===== src/rtl/sdram_bist.sv =====
// sdram_bist -- built-in self-test engine for the full-page-burst SDRAM
// controller. Writes pattern bursts over f_addr = 0..addr_last (wrapping),
// reads them back, compares against the same pattern and reports
// error/word counts and pass/fail. A pass keeps cycling over the address
// range until at least RUN_CYCLES clocks have elapsed.
//
// Optional feature: define SDRAM_BIST_INJECT_EN to add the `inject` input.
// When latched high at start_wr, beat 0 of every write burst whose
// f_addr[3:0] == 0 has bit 0 inverted.
//
// Ports:
//   clk, rst_n           clock, asynchronous active-low reset
//   start_wr, start_rd   start a write / read-verify pass (IDLE only)
//   mode                 00 INC, 01 INV, 10 WALK, 11 LFSR (latched at start)
//   addr_last            last burst address of the range (latched at start)
//   rw, rw_en, f_addr    request interface to the controller
//   f2s_data             write data, consumed when f2s_data_valid is high
//   s2f_data(_valid)     read data from the controller
//   ready                controller idle
//   busy, done, pass     status: not idle, end-of-pass pulse, last read ok
//   err_cnt, word_cnt    mismatches / beats in the current or last pass
module sdram_bist #(
  parameter int DATA_W     = 16,
  parameter int ADDR_W     = 15,
  parameter int BURST_LEN  = 512,
  parameter int RUN_CYCLES = 165_000_000,
  parameter int ERR_W      = 20,
  parameter int CNT_W      = 37
) (
  input  logic              clk,
  input  logic              rst_n,
  input  logic              start_wr,
  input  logic              start_rd,
  input  logic [1:0]        mode,
  input  logic [ADDR_W-1:0] addr_last,
`ifdef SDRAM_BIST_INJECT_EN
  input  logic              inject,
`endif
  output logic              rw,
  output logic              rw_en,
  output logic [ADDR_W-1:0] f_addr,
  output logic [DATA_W-1:0] f2s_data,
  input  logic              f2s_data_valid,
  input  logic [DATA_W-1:0] s2f_data,
  input  logic              s2f_data_valid,
  input  logic              ready,
  output logic              busy,
  output logic              done,
  output logic              pass,
  output logic [ERR_W-1:0]  err_cnt,
  output logic [CNT_W-1:0]  word_cnt
);

  localparam int BEAT_W = $clog2(BURST_LEN + 1);
  localparam logic [BEAT_W-1:0] BEAT_END = BEAT_W'(BURST_LEN);
  localparam logic [DATA_W-1:0] DW_VEC   = DATA_W'(DATA_W);
  localparam logic [CNT_W-1:0]  RUN_LIM  = CNT_W'(RUN_CYCLES);

  typedef enum logic [2:0] {
    IDLE,
    REQ_WR,
    REQ_RD,
    WR_BURST,
    RD_BURST
  } state_t;

  state_t            state;
  logic [1:0]        mode_q;
  logic [ADDR_W-1:0] addr_last_q;
  logic [BEAT_W-1:0] beat;
  logic [15:0]       lfsr;
  logic [CNT_W-1:0]  cyc_cnt;
  logic [DATA_W-1:0] expected;
  logic              burst_end;
  logic [ADDR_W-1:0] next_addr;

  function automatic logic [DATA_W-1:0] pattern(
    input logic [1:0]        m,
    input logic [ADDR_W-1:0] a,
    input logic [BEAT_W-1:0] b,
    input logic [15:0]       l
  );
    logic [DATA_W-1:0] v;
    logic [DATA_W-1:0] r;
    // Summing in DATA_W bits is the same as truncating the full sum.
    v = DATA_W'(a) + DATA_W'(b);
    case (m)
      2'b00:   r = v;
      2'b01:   r = ~v;
      2'b10:   r = DATA_W'(1) << (v % DW_VEC);
      default: r = DATA_W'(l);
    endcase
    return r;
  endfunction

  // 16-bit Fibonacci LFSR, taps 16,14,13,11 (shift towards bit 0).
  function automatic logic [15:0] lfsr_step(input logic [15:0] l);
    return {l[0] ^ l[2] ^ l[3] ^ l[5], l[15:1]};
  endfunction

  function automatic logic [15:0] lfsr_seed(input logic [ADDR_W-1:0] a);
    logic [15:0] s;
    s = 16'(a) ^ 16'hACE1;
    return (s == 16'h0000) ? 16'h0001 : s;
  endfunction

  always_comb begin
    expected  = pattern(mode_q, f_addr, beat, lfsr);
    next_addr = (f_addr == addr_last_q) ? '0 : f_addr + ADDR_W'(1);
    burst_end = 1'b0;
    if (beat == BEAT_END) begin
      if (state == WR_BURST) burst_end = !f2s_data_valid;
      if (state == RD_BURST) burst_end = !s2f_data_valid;
    end
  end

`ifdef SDRAM_BIST_INJECT_EN
  logic inject_q;
  logic corrupt;
  assign corrupt  = inject_q && (state == WR_BURST) && (beat == '0) &&
                    (f_addr[3:0] == 4'h0);
  assign f2s_data = expected ^ {{(DATA_W-1){1'b0}}, corrupt};
`else
  assign f2s_data = expected;
`endif

  // The request strobe follows ready in the same cycle so the controller
  // sees it while it is still idle; everything else is registered.
  assign rw_en = ((state == REQ_WR) || (state == REQ_RD)) && ready;
  assign busy  = (state != IDLE);

  always_ff @(posedge clk or negedge rst_n) begin
    if (!rst_n) begin
      state       <= IDLE;
      mode_q      <= '0;
      addr_last_q <= '0;
      beat        <= '0;
      lfsr        <= '0;
      cyc_cnt     <= '0;
      f_addr      <= '0;
      rw          <= 1'b0;
      done        <= 1'b0;
      pass        <= 1'b0;
      err_cnt     <= '0;
      word_cnt    <= '0;
`ifdef SDRAM_BIST_INJECT_EN
      inject_q    <= 1'b0;
`endif
    end else begin
      done <= 1'b0;
      if (state != IDLE && cyc_cnt != '1) cyc_cnt <= cyc_cnt + CNT_W'(1);

      case (state)
        IDLE: begin
          if (start_wr || start_rd) begin
            f_addr      <= '0;
            word_cnt    <= '0;
            cyc_cnt     <= '0;
            mode_q      <= mode;
            addr_last_q <= addr_last;
            if (start_wr) begin
              state <= REQ_WR;
              rw    <= 1'b0;
`ifdef SDRAM_BIST_INJECT_EN
              inject_q <= inject;
`endif
            end else begin
              state   <= REQ_RD;
              rw      <= 1'b1;
              err_cnt <= '0;
              pass    <= 1'b0;
            end
          end
        end

        REQ_WR, REQ_RD: begin
          if (ready) begin
            beat  <= '0;
            lfsr  <= lfsr_seed(f_addr);
            state <= (state == REQ_WR) ? WR_BURST : RD_BURST;
          end
        end

        WR_BURST, RD_BURST: begin
          if (burst_end) begin
            if (cyc_cnt >= RUN_LIM) begin
              state <= IDLE;
              done  <= 1'b1;
              if (state == RD_BURST) pass <= (err_cnt == '0);
            end else begin
              f_addr <= next_addr;
              state  <= (state == WR_BURST) ? REQ_WR : REQ_RD;
            end
          end else if (beat < BEAT_END &&
                       ((state == WR_BURST && f2s_data_valid) ||
                        (state == RD_BURST && s2f_data_valid))) begin
            if (state == RD_BURST && s2f_data != expected && err_cnt != '1)
              err_cnt <= err_cnt + ERR_W'(1);
            beat <= beat + BEAT_W'(1);
            lfsr <= lfsr_step(lfsr);
            if (word_cnt != '1) word_cnt <= word_cnt + CNT_W'(1);
          end
        end

        default: state <= IDLE;
      endcase
    end
  end

endmodule


===== config.mk =====
export PLATFORM = sky130hd
export DESIGN_NAME = sdram_bist
export DESIGN_NICKNAME = d
export VERILOG_FILES = /design/src/rtl/sdram_bist.sv
export SDC_FILE = /design/constraint.sdc
export NUM_CORES = 1
export LEC_CHECK = 0
export CAP_MARGIN = 10
export CELL_PAD_IN_SITES_DETAIL_PLACEMENT = 1
export CELL_PAD_IN_SITES_GLOBAL_PLACEMENT = 2
export CORE_MARGIN = 1
export CORE_UTILIZATION = 37
export DETAILED_ROUTE_END_ITERATION = 10
export PLACE_DENSITY = 0.85
export SETUP_SLACK_MARGIN = 0.02
export SYNTH_ARGS = -nofsm -noshare
export SYNTH_HDL_FRONTEND = slang
export SYNTH_SLANG_ARGS = --single-unit

===== constraint.sdc =====
create_clock -name clk -period 8.6 [get_ports clk]
set_clock_uncertainty 0.2 [all_clocks]
set_input_delay 1.29 -clock clk [delete_from_list [all_inputs] [get_ports clk]]
set_output_delay 1.29 -clock clk [all_outputs]
set_load 0.01 [all_outputs]

Word-level counts from Yosys, hierarchy flattened --
Index checks and enable logic that the tools add are counted.
Cells by class: add/subtract/negate cells 6, magnitude comparators 2, eq/ne operators 23, shift-type cells 1, mux-type cells 50, bitwise operators 5, reductions and logical operators 28
Operators by type and width (number):
- 37-bit two-way mux | 7
- 20-bit two-way mux | 5
- 37-bit by 1-bit adder with 37-bit output, second input constant | 2
- 37-bit inequality test, second input constant | 2
- 37-bit case mux with 2 select lines | 1
- 16-bit two-way mux | 4
- 15-bit two-way mux | 4
- 16-bit case mux with 3 select lines | 1
- 20-bit case mux with 2 select lines | 1
- 37-bit by 28-bit >= comparator with 1-bit output, second input constant | 1
- 16-bit case mux with 2 select lines | 1
- 10-bit two-way mux | 3
- 15-bit case mux with 2 select lines | 1
- 2-bit inequality test, second input constant | 11
- 20-bit by 1-bit adder with 20-bit output, second input constant | 1
- 20-bit zero test | 1
- 20-bit inequality test, second input constant | 1
- 10-bit case mux with 2 select lines | 1
- 15-bit by 10-bit adder with 16-bit output | 1
- 16-bit zero test | 1
- 16-bit inequality test | 1
- 16-bit NOT | 1
- 1-bit by 4-bit left shift with 16-bit output, first input constant | 1
- 15-bit by 1-bit adder with 15-bit output, second input constant | 1
- other kinds (29) | 61
Word-level totals: flip-flop bits (word level) 158, input port bits 40, output and inout port bits 93, logic and storage cells 127

Logic depth before layout (Yosys ltp) --
depth in word-level cells 10, mapped depth 15

Worst setup path before layout --
OpenSTA, ideal clock, no wires.
path kind reg2out, start point register f_addr[0], end point output f2s_data[12], data arrival time 2.693 ns, data required time 7.110 ns, setup slack 4.417 ns, stages on the path, launching flop included 11, path buffers 0, path through dfrtp_1 -> ha_1 -> inv_1 -> fa_1 -> nor2b_1 -> o21ai_2 -> a21o_1 -> a211oi_1 -> nor2_1 -> mux2_2 -> o22ai_1
On the way: word-level cells in the longest chain between the ends 3
Ends and longest elaborated chain:
- start: declaration | line 41 | output logic [ADDR_W-1:0] f_addr,
- start signal: assignment | line 191 | f_addr <= next_addr;
- 15-bit by 10-bit adder with 16-bit output (*) | line 86 | v = DATA_W'(a) + DATA_W'(b);
- 1-bit by 4-bit left shift with 16-bit output / 16-bit NOT (equally long branches) | line 90, 89
- 16-bit case mux with 3 select lines (*) | line 87 | case (m)
- end: declaration | line 42 | output logic [DATA_W-1:0] f2s_data,
Mark *: on every way between the ends. The rest lies on a longest branch, timed or not.

Worst setup path in the final report --
Ends and elaborated chain as after synthesis.

==> summary.md <==
| Metric | Value |
|---|---|
| TNS Setup | 0 ns |
| Global-route wire length before repair | 56.72 mm |
| Critical path class | flip-flop to output port |
| Max clock buf depth | 2 |
| Die width | 169.5 um |
| CP required | 7.11 ns |
| Initial antenna violation count | 0 |
| Sequential area share after synthesis | between 30% and 40% |
| ANT cells | 0 |
| Cts repair resizes | 0 |
| Vias/cell | 5.772 |
| Area Overhead vs Synth | 21.59% |
| Yosys reg bits | between 150 and 200 |
| Starting Density | 38.07% |
| Fill count | 3169 |
| Max incr delay on CP | about 0.55 ns |
| GR Util All Layers | between 20% and 30% |
| Hold buffers post-CTS | 0 |
| Post-Syn Area per Cell | 8.567 um2 |
| Crit path cell chain | ha_1, inv_1, fa_1, nor2b_1, o21ai_2, a21o_1, a211oi_1, nor2_1, mux2_2, o22ai_1, clkdlybuf4s50_1 |
| Fin. Hold Viols | 0 |
| DRC Markers | 0 |
| Share of layout cells above drive strength 1 | 6.970% |
| Worst-skew pair later-pin latency | approximately 0.43 ns |
| Crit path DAT | 3.96 ns |
| Status | completed |
| CP Launch Type | flip-flop |
| Clk sinks | around 160 |
| Largest net degree at the start of global routing | 107 |
| Synth Cell Area | 10370 um2 |
| Vias in the first global route | a little over 10000 |
| Worst min path class | flip-flop to flip-flop |
| Worst vdd ir | 0.0001301 V |
| H-tree levels | 4 |
| Post-synth EDFFs | 0 |
| Post-Route WL | 34.67 mm |
| PD cells | 277.0 nW/um2 |
| Max-slew headroom | 30.15% |
| Post-route ant nets | 0 |
| Slowest-stage cell, CP | clkdlybuf4s50_1 |
| Top cell type by total area after synthesis | dfrtp_1 |
| Synth cell count leaders | 169 x nor2_1, 158 x dfrtp_1, 96 x nand2_1 |
| Cells after Synth | 1211 |
| Setup crit end kind | output port |
| WL/cell | 20.49 um |
| Std-Cell Rows | 60 |
| Tcrit/Tclk final | 63.36% |
| DPL Wire Length | 24.81 mm |
| Syn_nets | 1270 |
| Fin. max-slew vios | 0 |
| Total gr overflow | 0 |
| Final WS setup | 3.151 ns |
| Via count | 9766 |
| Main synth FF type | dfrtp_1 |
| Final GP Congestion | 0.9778 |
| Share of the synthesized area in the top cell type | 38.11% |
| Async S/R FF share, synth | 100.0% |
| Slew @ Worst Pin | 1.048 ns |
| Number of DRC markers in iteration 0 | 590 |
| CTS tree | done |
| DR pass1 iterations | 5 |
| IO Count | 133 |
| Fmax | 0.1835 GHz |
| Port Buf Inserts | ~130 |
| Most frequent cell after synthesis | nor2_1 |
| Die extent in y | ~170 um |
| RSZ-0062 raised after global routing | no |
| Hold Slack | 0.2841 ns |
| Register area | 3954 um2 |
| Core ar. | 27250 um2 |
| Worst-path clk slew | 0.07 ns |
| Multi-input gate area | 6030 um2 |
| Setup repair bufs after CTS | 0 |
| Setup violation total in the final timing report | 0 |
| Leak | 5.260 nW |
| Final min period | 5.449 ns |
| Nets@finish | 1366 |
| Root Buffer Master | clkbuf_16 |
| CP Max Fanout | 8 |
| Synth top area cells | dfrtp_1 38%, nor2_1 6.1%, xor2_1 5.4% |
| Maxcap violations | 0 |
| Ys Warns | 0 |
| Total CTS buffers | 17 |
| Die area | 28710 um2 |
| Yosys cell types | 79 |
| DP Worst Slack | 3.372 ns |
[layout by cell type, fill, tap and decap left out, types with 31 or more instances in the layout]
master           instances
o21ai_0                 69
xor2_1                  64
nand3_1                 49
xnor2_1                 45
dfrtp_1                158
nand2_1                 96
o31ai_1                 31
inv_1                   32
nand4_1                 41
clkdlybuf4s50_1        131
a21oi_1                 55
nor2_1                 168
[worst max-delay path: cells and delay by family, from the launching register on]
kind            cells  cell delay (ns)
compound gates      4             0.97
simple gates        2             0.38
buf+inv             2             0.63
flops               1             0.51
mux                 1             0.29
fa+ha+maj           2             0.74
[kinds of logic (layout without fill, tap and decap cells)]
| kind of cell | Yosys count | in the layout | share of synthesized area (%) |
|---|---|---|---|
| DFF | 158 | 158 | 38.11 |
| buffers and inverters | 103 | 212 | 3.980 |
| muxes | 37 | 37 | 3.835 |
| AOI/OAI and AO/OA | 288 | 288 | 18.63 |
| and+or+nand+nor | 496 | 496 | 23.66 |
| adders and majority gates | 19 | 19 | 2.364 |
| xor gates and xnor gates | 110 | 110 | 9.419 |
[stage by stage]
stage                     total power [mW]  util (%)  area [um2]  cells
after floorplan                      2.086         -       10380   1211
after global placement               2.669     44.04       12000   1659
after detailed placement             2.704     44.04       12000   1659
after CTS                            3.503     46.26       12610   1691
after global routing                 3.717     46.29       12610   1692
final                                3.494     46.29       12610   1692
[path summary, 6_finish.rpt]
check	from	to	slack, ns	depth (start not counted)
setup / recovery	f_addr[0]	f2s_data[12]	3.15	11
hold / removal	pass	pass	0.28	2
setup reg to reg	f_addr[0]	err_cnt[15]	3.31	13
hold reg to reg	pass	pass	0.28	2
max in group asynchronous	rst_n	f_addr[0]	6.06	2
min in group asynchronous	rst_n	cyc_cnt[8]	0.78	1
[power breakdown]
part	switching [mW]	total [mW]	internal (mW)
clock network	0.335	0.786	0.450
logic	0.989	1.64	0.656
registers	0.184	1.06	0.880
[layer usage]
layer	wire, um	share of wire (%)	global-route usage (%)	up-vias
met5	0	0	0	-
met2	16280	47	40.94	233
met3	1801	5.2	5.644	45
met4	646	1.9	6.776	0
met1	15950	46	33.29	4902
li1	-	-	-	4586
[state kept, by name (all words and copies together), names as in the netlist]
signal / cells
f_addr: 15
state: 3
cyc_cnt: 37
mode_q: 2
word_cnt: 37
done: 1
rw: 1
beat: 10
err_cnt: 20
addr_last_q: 15
pass: 1
lfsr: 16
[area by class of cell]
class | count | share of cell area, %
Clock buffer | 19 | 3.591
Clock inverter | 13 | 1.220
Inverter | 33 | 0.9819
Multi-Input combinational cell | 950 | 47.80
Timing Repair Buffer | 147 | 11.38
Sequential cell | 158 | 31.34
Tap cell | 372 | 3.690
Power figures use the tool's default switching activity.
